**src/rtl/s_fold_pkg.sv**
```systemverilog
// s_fold_pkg: shared widths, beat indices and output-slot states for the XOR fold front end
package s_fold_pkg;
    localparam int HALF_W = 16;
    localparam int WORD_W = 2 * HALF_W;
    localparam logic [1:0] BEAT_ALO = 2'd0;
    localparam logic [1:0] BEAT_AHI = 2'd1;
    localparam logic [1:0] BEAT_BLO = 2'd2;
    localparam logic [1:0] BEAT_BHI = 2'd3;
    typedef enum logic {EMPTY, FULL} slot_state_e;
endpackage

```
**src/rtl/s_pair_slot.sv**
```systemverilog
// s_pair_slot: registered valid/ready holding slot for an a/b word pair plus delivered-pair counter
module s_pair_slot
    import s_fold_pkg::*;
#(
    parameter int W = WORD_W
) (
    input  logic         clk,
    input  logic         rst,
    input  logic         load,
    input  logic [W-1:0] load_a,
    input  logic [W-1:0] load_b,
    input  logic         out_ready,
    output logic [W-1:0] a,
    output logic [W-1:0] b,
    output logic         out_valid,
    output logic [7:0]   pair_cnt
);
    slot_state_e state_q, state_d;
    logic [W-1:0] a_q, a_d, b_q, b_d;
    logic [7:0] cnt_q, cnt_d;
    logic hs;

    // a completion arriving in the same cycle as a drain wins and keeps the slot full
    always_comb begin
        hs = (state_q == FULL) && out_ready;
        state_d = load ? FULL : hs ? EMPTY : state_q;
        a_d = load ? load_a : a_q;
        b_d = load ? load_b : b_q;
        cnt_d = hs ? cnt_q + 8'd1 : cnt_q;
    end

    always_ff @(posedge clk or posedge rst) begin
        if (rst) begin
            state_q <= EMPTY;
            a_q <= '0;
            b_q <= '0;
            cnt_q <= '0;
        end else begin
            state_q <= state_d;
            a_q <= a_d;
            b_q <= b_d;
            cnt_q <= cnt_d;
        end
    end

    assign a = a_q;
    assign b = b_q;
    assign out_valid = (state_q == FULL);
    assign pair_cnt = cnt_q;
endmodule

```
**src/rtl/s_pair_loader.sv**
```systemverilog
// s_pair_loader: gathers four half-word beats into an a/b word pair and hands it to an output slot
module s_pair_loader #(
    parameter int HALF_W    = s_fold_pkg::HALF_W,
    parameter bit LSB_FIRST = 1'b1
) (
    input  logic                clk,
    input  logic                rst,
    input  logic [HALF_W-1:0]   in_data,
    input  logic                in_valid,
    input  logic                in_sof,
    output logic                in_ready,
    output logic [2*HALF_W-1:0] a,
    output logic [2*HALF_W-1:0] b,
    output logic                out_valid,
    input  logic                out_ready,
    output logic                sync_err,
    output logic [7:0]          pair_cnt
);
    import s_fold_pkg::*;
    localparam int WW = 2 * HALF_W;

    logic rdy_q, rdy_d, err_q, err_d, acc, sof_err, hi, load, out_valid_w;
    logic [1:0] cnt_q, cnt_d, idx;
    logic [WW-1:0] asm_a_q, asm_a_d, asm_b_q, asm_b_d, base_a, base_b;

    // an sof beat mid-pair drops the partial pair and restarts at beat 0
    always_comb begin
        rdy_d = 1'b1;
        in_ready = rdy_q && (cnt_q != BEAT_BHI || !out_valid_w || out_ready);
        acc = in_valid && in_ready;
        sof_err = acc && in_sof && cnt_q != BEAT_ALO;
        idx = (acc && in_sof) ? BEAT_ALO : cnt_q;
        hi = idx[0] ~^ LSB_FIRST;
        base_a = sof_err ? '0 : asm_a_q;
        base_b = sof_err ? '0 : asm_b_q;
        asm_a_d = (acc && !idx[1]) ? (hi ? {in_data, base_a[HALF_W-1:0]} : {base_a[WW-1:HALF_W], in_data}) : base_a;
        asm_b_d = (acc && idx[1]) ? (hi ? {in_data, base_b[HALF_W-1:0]} : {base_b[WW-1:HALF_W], in_data}) : base_b;
        load = acc && idx == BEAT_BHI;
        cnt_d = acc ? idx + 2'd1 : cnt_q;
        err_d = err_q || sof_err;
    end

    always_ff @(posedge clk or posedge rst) begin
        if (rst) begin
            rdy_q <= 1'b0;
            err_q <= 1'b0;
            cnt_q <= '0;
            asm_a_q <= '0;
            asm_b_q <= '0;
        end else begin
            rdy_q <= rdy_d;
            err_q <= err_d;
            cnt_q <= cnt_d;
            asm_a_q <= asm_a_d;
            asm_b_q <= asm_b_d;
        end
    end

    s_pair_slot #(.W(WW)) u_slot (
        .clk       (clk),
        .rst       (rst),
        .load      (load),
        .load_a    (asm_a_d),
        .load_b    (asm_b_d),
        .out_ready (out_ready),
        .a         (a),
        .b         (b),
        .out_valid (out_valid_w),
        .pair_cnt  (pair_cnt)
    );

    assign out_valid = out_valid_w;
    assign sync_err = err_q;
endmodule

```
**config.mk**
```make
export PLATFORM = sky130hd
export DESIGN_NAME = s_pair_loader
export DESIGN_NICKNAME = d
export VERILOG_FILES = /design/src/rtl/s_fold_pkg.sv /design/src/rtl/s_pair_slot.sv /design/src/rtl/s_pair_loader.sv
export SDC_FILE = /design/constraint.sdc
export NUM_CORES = 1
export LEC_CHECK = 0
export CAP_MARGIN = 20
export CORE_MARGIN = 1.5
export CORE_UTILIZATION = 45
export CTS_CLUSTER_DIAMETER = 120
export DETAILED_ROUTE_END_ITERATION = 8
export PLACE_DENSITY = 0.73
export SLEW_MARGIN = 20
export SYNTH_ARGS = -nofsm -noshare
export SYNTH_HDL_FRONTEND = slang
export SYNTH_HIERARCHICAL = 1
export SYNTH_SLANG_ARGS = --single-unit
export TNS_END_PERCENT = 30
```
**constraint.sdc**
```tcl
create_clock -name clk -period 3 [get_ports clk]
set_clock_uncertainty 0.2 [all_clocks]
set_input_delay 0.6 -clock clk [delete_from_list [all_inputs] [get_ports clk]]
set_output_delay 0.6 -clock clk [all_outputs]
set_load 0.02 [all_outputs]
```
==> key figures <==
Yosys
  • Synth area leader: dfrtp_1
  • Post-synth top area share: 0.621
  • Syn Inst Count: 391
  • Async set or reset register ratio after synthesis: 1.00
  • Syn_nets: 413
  • Synth Warn #: 6
  • Most common cell in the synthesized netlist: dfrtp_1
  • Syn Area/Cell: 14.5 sq um
  • Post-synth EDFFs: 0
  • #FFs+latches synth: 141
  • Synth unique cells: 35
  • Synth top cells by count: dfrtp_1, mux2_2, o2bb2ai_1
  • Top_reg_cell synth: dfrtp_1
  • Mapped cell area: 5680 sq um
  • Synth top area cells: dfrtp_1, mux2_2, o2bb2ai_1, o21ai_0, o31ai_1
  • Sequential cell area fraction in the yosys report: 0.621

Clock network
  • Cts hold-fix bufs: 0
  • Root buf cell: clkbuf_16
  • Worst-Skew Late Latency: 0.41 ns
  • CTS tree: done
  • CTS clk-pin slew, worst paths: 0.06 ns
  • CTS Buf Count: 17
  • CTS max path bufs: 2
  • Post_cts resized: 0
  • H-Tree Depth: 4
  • Post-CTS Setup Inserts: 0
  • Sink Count: 141

Place
  • Placed cell count: 641
  • Placer Congestion: 0.759
  • Detailed placement HPWL: 7.97 mm
  • Buffers on Ports: 95
  • Placement Cell Area: 6870 sq um

STA
  • Final slew viol count: 0
  • Final hold violation count: 0
  • Final min period: 2.76 ns
  • Final Setup Violations: 0
  • Final period utilization: 0.921
  • Max Freq: 362 MHz
  • Total Negative Setup Slacks: 0 ns
  • RSZ-0062 raised after global routing: no

Power
  • Pwr dens: 938 nW/um^2
  • Pleak: 3.25 nW
  • Peak VDD IR: 457 uV
  • Total power: 7.00 mW

Layout
  • Number of diodes: 0
  • Layout Utilization: 0.614
  • Non-filler cells, final: 673
  • Layout overhead on the synthesized area: 31.4%
  • Layout Nets: 514
  • Design area: 7470 sq um
  • Layout cell share with drive strength beyond 1: 0.281

Global routing
  • Vias in the first global route: 3812
  • Initial antenna violation count: 0
  • Gr usage total: 0.203
  • Largest net degree at the start of global routing: 69
  • First-pass GRT wire length: 20.4 mm
  • Gr ovfl total: 0

Setup path
  • Critical path class: primary input to primary output
  • Critical Path AT: 1.96 ns
  • Largest fanout on the critical path: 4
  • CP peak stage delay: 0.59 ns
  • Critical Path RT: 2.20 ns
  • Cell mode on critical path: clkdlybuf4s50_1
  • Startpoint types: primary input
  • Cell Chain, Critical Path: clkdlybuf4s50_1 -> nand4b_4 -> and2_1 -> clkdlybuf4s50_1
  • Crit path max-delay cell type: clkdlybuf4s50_1
  • CP endpoint kind: primary output

Die
  • Die Ht: 115 microns
  • Row cnt: 40
  • Chip Width: 115 microns
  • Die Area: 13300 sq um
  • I/O Pins: 96
  • Starting density of the core: 0.467
  • Core area: 12200 sq um

Detailed routing
  • Drt drc: 0
  • Post-route ant nets: 0
  • Via-to-Cell Ratio: 5.43
  • Total Wirelength: 12.3 mm
  • Vias post-DR: 3653
  • Wirelength per Cell: 18.2 microns
  • DR iter-0 viols: 192
  • Drt first pass iters: 4

Status
  • Outcome: finished, final reports clean

Hold path
  • Worst hold path type: primary input to async pin

Job
  • Number of max-cap violations: 0
==> cells in the final DEF (no fill, tap or decap), drive strengths merged <==
master	n
buf	15
o21ai	32
clkinvlp	2
o2bb2ai	49
clkdlybuf4s50	95
conb	1
xnor2	2
mux2	83
nor2b	1
a21o	1
and2	1
nand2	6
nor2	5
ha	1
o31ai	16
nor4	1
nand2b	1
or2	2
nor3	3
o2111ai	1
dfrtp	141
nand4b	1
nand3b	1
inv	4
clkbuf	20
nand3	4
bufinv	3
and4bb	1
xor2	5
clkinv	7
==> worst paths after layout <==
path                                            to               start  cells after the start  slack (ns)
worst max-delay path                      in_ready           out_ready                      4        0.24
worst min-delay path            u_slot/pair_cnt[7]                 rst                      2        0.24
worst max register to register        u_slot/a[17]            cnt_q[0]                      4        0.94
worst min register to register  u_slot/pair_cnt[7]  u_slot/pair_cnt[7]                      1        0.28
max in group asynchronous              u_slot/b[1]                 rst                      3        1.74
min in group clk                u_slot/pair_cnt[7]  u_slot/pair_cnt[7]                      1        0.28
==> cell type report <==
cell class	count	area, sq um
timing repair buffer	110	1140
multi-input combinational	218	1970
inverter	4	15.0
fill	948	4690
clock inverter	12	144
tap	168	210
clock buffer	20	457
sequential	141	3530
==> metrics by stage <==
stage | hold WS [ns] | setup WS, ns
2_1_floorplan | 0.267 | 0.347
3_3_place_gp | 0.259 | 0.224
3_5_place_dp | 0.268 | 0.226
4_1_cts | 0.233 | 0.225
5_1_grt | 0.266 | 0.185
6_report | 0.238 | 0.237
==> routing by layer <==
layer	part of all wire	vias to the layer above	track usage
li1	-	1654	-
met1	0.46	1879	0.294
met2	0.47	101	0.300
met3	0.047	19	0.0469
met4	0.017	0	0.0774
met5	0	-	0
==> worst max-delay path, delay by kind of cell <==
family	cells	cell delay (ns)
and+or+nand+nor	2	0.29
buffers and inverters	2	1.07
==> power breakdown <==
| group | total, mW | switching (mW) | internal (mW) |
|---|---|---|---|
| sequential | 2.78 | 0.296 | 2.48 |
| combinational | 2.12 | 1.04 | 1.08 |
| clock | 2.10 | 0.760 | 1.34 |
| total | 7.00 | 2.09 | 4.91 |
==> sequential cells by signal (all words and copies together), names as in the netlist <==
signal	flops
asm_b_q	32
sync_err	1
asm_a_q	32
u_slot/b	32
u_slot/pair_cnt	8
u_slot/out_valid	1
cnt_q	2
rdy_q	1
u_slot/a	32
==> cell families after synthesis <==
| logic type | after synthesis | synth area share |
|---|---|---|
| buffers and inverters | 32 | 0.0319 |
| muxes | 83 | 0.164 |
| xor gates and xnor gates | 7 | 0.0108 |
| and+or+nand+nor | 27 | 0.0385 |
| AOI/OAI and AO/OA | 99 | 0.131 |
| adders and majority gates | 1 | 0.00220 |
| DFF | 141 | 0.621 |
| other | 1 | 0.000660 |
(Power assumes the default switching activity.)
